===== config.mk =====
export PLATFORM = sky130hd
export DESIGN_NAME = fir_decim_fifo_flat
export DESIGN_NICKNAME = d
export VERILOG_FILES = /design/src/rtl/fir_decim_fifo_if.sv /design/src/rtl/fir_decim_fifo.sv /design/src/flat_wrapper.sv
export SDC_FILE = /design/constraint.sdc
export NUM_CORES = 1
export LEC_CHECK = 0
export ABC_CLOCK_PERIOD_IN_PS = 2800
export BUFFER_PORTS_ARGS = -buffer_cell sky130_fd_sc_hd__buf_4
export CAP_MARGIN = 20
export CORE_ASPECT_RATIO = 0.8
export CORE_MARGIN = 2
export CORE_UTILIZATION = 45
export DETAILED_ROUTE_END_ITERATION = 12
export GPL_TIMING_DRIVEN = 1
export HOLD_SLACK_MARGIN = 0.12
export SLEW_MARGIN = 20
export SYNTH_ARGS = -nofsm -noshare
export SYNTH_HDL_FRONTEND = slang
export SYNTH_SLANG_ARGS = --single-unit

===== constraint.sdc =====
create_clock -name clk_i -period 2.8 [get_ports clk_i]
set_clock_uncertainty 0.15 [all_clocks]
set_input_delay 0.28 -clock clk_i [delete_from_list [all_inputs] [get_ports clk_i]]
set_output_delay 0.28 -clock clk_i [all_outputs]
set_load 0.005 [all_outputs]

===== src/rtl/fir_decim_fifo_if.sv =====
// Stream bundle between the FIR output stage and its environment.
// Latency: none (wires only); the slave side is the decimating FIFO.
// Backpressure: m_ready_i stalls the output stream only; the filter side never stalls.
interface fir_decim_fifo_if #(
    parameter int DATA_WIDTH = 8,
    parameter int FIFO_DEPTH = 8
);
    logic                            clear_i;
    logic                            in_valid_i;
    logic signed [DATA_WIDTH-1:0]    data_i;
    logic signed [DATA_WIDTH-1:0]    m_data_o;
    logic                            m_valid_o;
    logic                            m_ready_i;
    logic [$clog2(FIFO_DEPTH):0]     level_o;
    logic                            full_o;
    logic                            ovf_o;

    // Decimator / FIFO side
    modport slave (
        input  clear_i, in_valid_i, data_i, m_ready_i,
        output m_data_o, m_valid_o, level_o, full_o, ovf_o
    );

    // Filter + consumer side
    modport master (
        output clear_i, in_valid_i, data_i, m_ready_i,
        input  m_data_o, m_valid_o, level_o, full_o, ovf_o
    );
endinterface


===== src/rtl/fir_decim_fifo.sv =====
// Keeps 1 of every DECIM filter samples (or their floor average with FIR_DECIM_FIFO_ACCUM_EN) into a FWFT FIFO.
// Latency: a sample pushed at edge N is visible on m_data_o/m_valid_o right after edge N.
// Backpressure: m_ready_i only drains the FIFO; when full without a pop the kept sample is dropped and ovf_o sticks.
module fir_decim_fifo #(
    parameter int DATA_WIDTH = 8,
    parameter int DECIM      = 4,
    parameter int FIFO_DEPTH = 8
) (
    input  logic           clk_i,
    input  logic           rst_i,
    fir_decim_fifo_if.slave bus
);
    localparam int AW = $clog2(FIFO_DEPTH);
    localparam int PW = (DECIM > 1) ? $clog2(DECIM) : 1;
    localparam logic [PW-1:0] PH_LAST  = PW'(DECIM - 1);
    localparam logic [PW-1:0] PH_ONE   = PW'(1);
    localparam logic [AW-1:0] PTR_ONE  = AW'(1);
    localparam logic [AW:0]   LVL_ONE  = (AW + 1)'(1);
    localparam logic [AW:0]   LVL_FULL = (AW + 1)'(FIFO_DEPTH);

    logic [PW-1:0]                r_phase;
    logic [AW-1:0]                r_wr_ptr;
    logic [AW-1:0]                r_rd_ptr;
    logic [AW:0]                  r_level;
    logic                         r_ovf;
    logic signed [DATA_WIDTH-1:0] r_mem [FIFO_DEPTH];

    logic                         w_full;
    logic                         w_valid;
    logic                         w_pop;
    logic                         w_push_req;
    logic                         w_push;
    logic                         w_drop;
    logic signed [DATA_WIDTH-1:0] w_push_dat;

`ifdef FIR_DECIM_FIFO_ACCUM_EN
    localparam int SH    = $clog2(DECIM);
    localparam int ACC_W = DATA_WIDTH + SH;

    logic signed [ACC_W-1:0] r_acc;
    logic signed [ACC_W-1:0] w_data_ext;
    logic signed [ACC_W-1:0] w_sum;

    // Phase 0 restarts the running sum; the last phase emits the floored mean.
    assign w_data_ext = ACC_W'(bus.data_i);
    assign w_sum      = (r_phase == '0) ? w_data_ext : (r_acc + w_data_ext);
    assign w_push_dat = DATA_WIDTH'(w_sum >>> SH);
    assign w_push_req = bus.in_valid_i && (r_phase == PH_LAST);

    // Running sum of the samples of the current decimation window
    always_ff @(posedge clk_i or posedge rst_i) begin
        if (rst_i) begin
            r_acc <= '0;
        end else if (bus.clear_i) begin
            r_acc <= '0;
        end else if (bus.in_valid_i) begin
            r_acc <= w_sum;
        end
    end
`else
    assign w_push_dat = bus.data_i;
    assign w_push_req = bus.in_valid_i && (r_phase == '0);
`endif

    assign w_full  = (r_level == LVL_FULL);
    assign w_valid = (r_level != '0);
    assign w_pop   = w_valid && bus.m_ready_i;
    // A simultaneous pop frees the slot the push needs.
    assign w_push  = w_push_req && (!w_full || w_pop);
    assign w_drop  = w_push_req && w_full && !w_pop;

    assign bus.m_data_o  = r_mem[r_rd_ptr];
    assign bus.m_valid_o = w_valid;
    assign bus.level_o   = r_level;
    assign bus.full_o    = w_full;
    assign bus.ovf_o     = r_ovf;

    // Decimation phase: counts valid samples modulo DECIM
    always_ff @(posedge clk_i or posedge rst_i) begin
        if (rst_i) begin
            r_phase <= '0;
        end else if (bus.clear_i) begin
            r_phase <= '0;
        end else if (bus.in_valid_i) begin
            r_phase <= (r_phase == PH_LAST) ? '0 : (r_phase + PH_ONE);
        end
    end

    // FIFO storage; reset clears it so m_data_o reads 0 out of reset
    always_ff @(posedge clk_i or posedge rst_i) begin
        if (rst_i) begin
            for (int k = 0; k < FIFO_DEPTH; k++) begin
                r_mem[k] <= '0;
            end
        end else if (!bus.clear_i && w_push) begin
            r_mem[r_wr_ptr] <= w_push_dat;
        end
    end

    // Pointers, occupancy and sticky overflow
    always_ff @(posedge clk_i or posedge rst_i) begin
        if (rst_i) begin
            r_wr_ptr <= '0;
            r_rd_ptr <= '0;
            r_level  <= '0;
            r_ovf    <= 1'b0;
        end else if (bus.clear_i) begin
            r_wr_ptr <= '0;
            r_rd_ptr <= '0;
            r_level  <= '0;
            r_ovf    <= 1'b0;
        end else begin
            if (w_push) begin
                r_wr_ptr <= r_wr_ptr + PTR_ONE;
            end
            if (w_pop) begin
                r_rd_ptr <= r_rd_ptr + PTR_ONE;
            end
            if (w_push && !w_pop) begin
                r_level <= r_level + LVL_ONE;
            end else if (w_pop && !w_push) begin
                r_level <= r_level - LVL_ONE;
            end
            if (w_drop) begin
                r_ovf <= 1'b1;
            end
        end
    end
endmodule


===== src/flat_wrapper.sv =====
// flat-port wrapper written by rule: the top's interface ports become plain ports
module fir_decim_fifo_flat 
#(
    parameter int DATA_WIDTH = 8,
    parameter int DECIM      = 4,
    parameter int FIFO_DEPTH = 8
)
  (clk_i, rst_i, bus_clear_i, bus_in_valid_i, bus_data_i, bus_m_ready_i, bus_m_data_o, bus_m_valid_o, bus_level_o, bus_full_o, bus_ovf_o);
  fir_decim_fifo_if #(.DATA_WIDTH(DATA_WIDTH), .FIFO_DEPTH(FIFO_DEPTH)) bus_i ();
  input  logic clk_i;
  input  logic rst_i;
  input wire logic [$bits(bus_i.clear_i)-1:0] bus_clear_i;
  input wire logic [$bits(bus_i.in_valid_i)-1:0] bus_in_valid_i;
  input wire logic [$bits(bus_i.data_i)-1:0] bus_data_i;
  input wire logic [$bits(bus_i.m_ready_i)-1:0] bus_m_ready_i;
  output wire logic [$bits(bus_i.m_data_o)-1:0] bus_m_data_o;
  output wire logic [$bits(bus_i.m_valid_o)-1:0] bus_m_valid_o;
  output wire logic [$bits(bus_i.level_o)-1:0] bus_level_o;
  output wire logic [$bits(bus_i.full_o)-1:0] bus_full_o;
  output wire logic [$bits(bus_i.ovf_o)-1:0] bus_ovf_o;
  assign bus_i.clear_i = bus_clear_i;
  assign bus_i.in_valid_i = bus_in_valid_i;
  assign bus_i.data_i = bus_data_i;
  assign bus_i.m_ready_i = bus_m_ready_i;
  assign bus_m_data_o = bus_i.m_data_o;
  assign bus_m_valid_o = bus_i.m_valid_o;
  assign bus_level_o = bus_i.level_o;
  assign bus_full_o = bus_i.full_o;
  assign bus_ovf_o = bus_i.ovf_o;
  fir_decim_fifo #(.DATA_WIDTH(DATA_WIDTH), .DECIM(DECIM), .FIFO_DEPTH(FIFO_DEPTH)) u_core (.clk_i(clk_i), .rst_i(rst_i), .bus(bus_i));
endmodule

Word-level counts from Yosys, hierarchy flattened. Index checks and enable logic that the tools add are counted. Widths: inputs -> output; s select.

Logic and storage cells: 64. Output and inout bits: 15. Register bits: 77. Input bits: 13.

$lt $le $gt $ge: 3. $add $sub $neg: 5. Eq/ne operators: 2. Bitwise gates (word level): 2. Muxes and demuxes: 18. Reduce and logical (&&, ||, !) cells: 21.

Operators by type and width (count): $bwmux 64 (1); $bmux 8 s3 (1); $demux 8 s3 (1); $mux 8 (3); $mux 3 (4); $mux 4 (3); $logic_and 1x1->1 (9); $ge 4x4->1 const B (2); $not 3->4 (2); $reduce_bool 2->1 (4); $add 3x1->3 const B (2); $mux 2 (3); $add 4x1->4 const B (1); $eq 4x4->1 const B (1); $logic_not 1->1 (4); $lt 4x1->1 const B (1); $reduce_bool 4->1 (1); $sub 4x1->4 const B (1); $reduce_bool 3->1 (1); $add 2x1->2 const B (1); $eq 2x2->1 const B (1); $logic_not 2->1 (1); $mux 1 (2); $logic_or 1x1->1 (1).

Logic depth before layout (Yosys ltp).
Depth in word-level cells: 9. Mapped depth: 10. Mapped depth without buffers: 10.

Least setup slack after synthesis. No wires, ideal clock.

Kind: register to register. From: register u_core.r_level[2] (netlist: u_core.bus.level_o[2]). To: register u_core.r_level[3] (netlist: u_core.bus.level_o[3]). Data required time: 2.549 ns. Cell stages (with the launch flop): 9. Setup time: 0.101 ns. Period minus slack after synthesis: 2.478 ns. Slack: 0.322 ns. Buffers on the path: 0. Arrival: 2.227 ns. Cells stage by stage: dfrtp_1 or3_4 a211o_2 ha_1 a21o_1 a21oi_1 and2_1 a211oi_1 o32ai_1.

Longest elaborated chain between the ends: 7. Elaborated cells on any way between the ends: 16. Classes of those cells: 2 x add/sub; 1 x eq/ne; 3 x mux; 10 x reduce/logical.

Ends and longest elaborated chain: start, declared (RTL line fir_decim_fifo.sv:24) `logic [AW:0] r_level;`; start signal, assigned (RTL line fir_decim_fifo.sv:120) `r_level <= r_level + LVL_ONE;`; start signal, assigned (RTL line fir_decim_fifo.sv:122) `r_level <= r_level - LVL_ONE;`; branches (longest 7 deep; another with $sub 4x1->4).

Several ways; the timed one is not identified. The select of a mux whose other input is x is not followed. A chain may end at the register's enable or synchronous reset.

Worst setup path after layout.
From: register u_core.r_level[1] (netlist: u_core.bus.level_o[1]). To: register u_core.r_level[3] (netlist: u_core.bus.level_o[3]).

The elaborated chain is that of the path after synthesis.

==> metrics <==
CTS tree yes; startpoint types flip-flop; GRT Residual Overflow 0; core area between 7000 and 8000 um2; Pre-antenna DRT Iters 4; nets ~320; cts repair resizes 0; most frequent cells in the layout dfrtp_1, mux2_2, buf_4; Avg Cell Area, Syn about 15 um2; diodes inserted 0; WL final 7450 um; clock power share a little over a quarter; post-DP HPWL 4620 um; first-pass GRT wire length approximately 12000 um; power density cells ~770 nW/um2; relative slew slack 41.9%; fraction of registers with async set/reset 100%; maximum fanout along the worst path 7; WS Path Type flip-flop to flip-flop; setup violators final 0; cell internal pwr roughly 2.4 mW; share of cells above drive strength 1 between 50% and 60%; Remaining DRCs 0; RSZ-0062 raised after global routing false; placed instance count 380; row cnt 29; CTS Buf Count 9; Post-Syn Nets 270; Seq cells post-synth 77; CP Buf/Inv Count 0; Area contributors post-synth dfrtp_1, mux2_2, mux4_2; DIE AREA 9060 um2; top cell type's share of synthesized area roughly 52%; critical path, cell by cell or3_4 > a211o_2 > ha_1 > a21o_1 > a21oi_1 > and2_1 > a211oi_1 > o32ai_1; later-pin clock latency in the skew report about 0.36 ns; Hold Fails Final Rpt 0; static leakage about 2.1 nW; 1st-iter DRT viols 61; sequential cell fraction of total power 42.8%; Initial Util roughly 47%; Synth Instances between 200 and 300; clk sinks 77; Util after Layout between 50% and 60%; VDD IR-drop max between 0.4 and 0.5 mV; slew at the pin closest to its max-slew limit 0.868 ns; status finished, final reports clean; vias per cell about 5.3; sw frac between 20% and 30%; most common cell after layout, fill and taps aside dfrtp_1; IO Port Bufs 27; area leader, netlist dfrtp_1; vias in the first global route 2283; Clock Path Buffers 2; Die Ht between 80 and 90 um; final worst path period share roughly 95%; final cell count without fillers between 400 and 500; TNS Setup 0 ns; post-route ant nets 0; Crit. End Element flip-flop; ys flop type dfrtp_1; sw power a little under 1 mW; initial antenna violation count 0; Final Wtd Congestion 0.761; largest net degree at the start of global routing 78; Finished Cell Area about 4400 um2; die width around 110 um; Seq/Total Area, Yosys 51.5%; Syn-to-layout area delta 18.9%; Comb pwr share a little under a third; via count around 2.2k; wire per inst about 18 um; final-layout fill cell count about 650; root buffer cell clkbuf_8; clock slew seen by the registers of the worst setup and hold paths about 0.080 ns; H-tree depth 3; kind of cell adding the most delay to the critical path compound AO/OA/AOI/OAI gates; WP data required a little under 3 ns; Post-DP Area approximately 4100 um2; Mapped Area 3740 um2; Synth Warn # 0; HP Class flip-flop to flip-flop; MaxCap Viol Count 0; Distinct cells, synth 39; number of I/O pins 28; Max Clock Freq ~380 MHz; max-slew violations 0; EDFF count, synth 0; worst endpoint data arrival time between 2 and 3 ns; Total GRT Usage 18.1%; Power Total 3.41 mW; fin crit period ~2.7 ns; biggest cell delay along the critical path approximately 0.45 ns; slowest CP cell dfrtp_1
## area by class of cell
type | instances | area [um2] | share of cell area [%]
Clock inverter | 6 | 87.6 | 1.97
Clock buffer | 10 | 128 | 2.87
Sequential cell | 77 | 1930 | 43.3
Timing Repair Buffer | 48 | 420 | 9.45
Inverter | 8 | 30.0 | 0.675
Multi-Input combinational cell | 153 | 1720 | 38.7
Tap cell | 108 | 135 | 3.04
## routing by layer
layer,global-route usage [%],part of all wire (%),routed length (um)
met2,28.3,46,3450
met3,4.26,4.1,305
met1,25.5,48,3600
met4,5.74,1.1,85
met5,0,0,0
## final timing paths
| path | startpoint | endpoint | slack, ns | cells past startpoint |
|---|---|---|---|---|
| hold / removal | u_core.r_mem[2] | u_core.r_mem[2] | 0.36 | 1 |
| max in group asynchronous | rst_i | u_core.r_rd_ptr[2] | 1.75 | 4 |
| setup reg to reg | u_core.bus.level_o[1] | u_core.bus.level_o[3] | 0.13 | 8 |
| hold reg to reg | u_core.r_mem[2] | u_core.r_mem[2] | 0.36 | 1 |
| setup / recovery | u_core.bus.level_o[1] | u_core.bus.level_o[3] | 0.13 | 8 |
| min in group asynchronous | rst_i | u_core.r_wr_ptr[1] | 0.40 | 4 |
## synth_stat cells, types with 2 or more instances
master and instances:
dfrtp_1 77, mux2_2 67, mux4_2 16, nor2_1 13, inv_1 8, mux2_4 8, ha_1 6, nand2_1 6
clkbuf_1 5, a21oi_1 4, xor2_1 4, buf_1 3, buf_2 2, buf_6 2, mux2i_1 2, nand3_1 2
nand4_2 2, nand4b_2 2
## cell families (layout without fill, tap and decap cells)
family | Yosys count | count (layout) | synth area share (%)
AOI/OAI and AO/OA | 11 | 11 | 2.07
xor gates and xnor gates | 4 | 4 | 0.937
adders and majority gates | 7 | 7 | 2.54
buffers and inverters | 20 | 72 | 2.48
DFF | 77 | 77 | 51.5
muxes | 93 | 93 | 33.6
and+or+nand+nor | 38 | 38 | 6.89
## what timing repair did
| action | CTS | global route |
|---|---|---|
| hold buffers | 14 | 0 |
| hold endpoints to repair | 150 | 0 |
| setup buffers | 0 | 0 |
| setup endpoints to repair | 0 | 0 |
## flip-flops by register name, indices dropped and copies added, names as in the netlist
register and flops:
u_core.bus.ovf_o 1, u_core.r_mem 64, u_core.r_phase 2, u_core.bus.level_o 4
u_core.r_wr_ptr 3, u_core.r_rd_ptr 3
## per-stage QoR
step | hold slack, ns | worst slack [ns]
floorplan | 0.272 | 0.322
global placement | 0.265 | 0.246
detailed placement | 0.262 | 0.160
CTS | 0.359 | 0.127
global route | 0.371 | 0.00977
finish | 0.355 | 0.134
## power by group through the flow
stage	logic [mW]	registers (mW)	clock network [mW]
CTS	1.05	1.46	0.942
global route	1.13	1.48	0.992
finish	1.03	1.46	0.918
floorplan	0.722	1.42	0
detailed placement	1.03	1.48	0
global placement	1.01	1.47	0
Note: power is estimated with default switching activity, not from simulation.
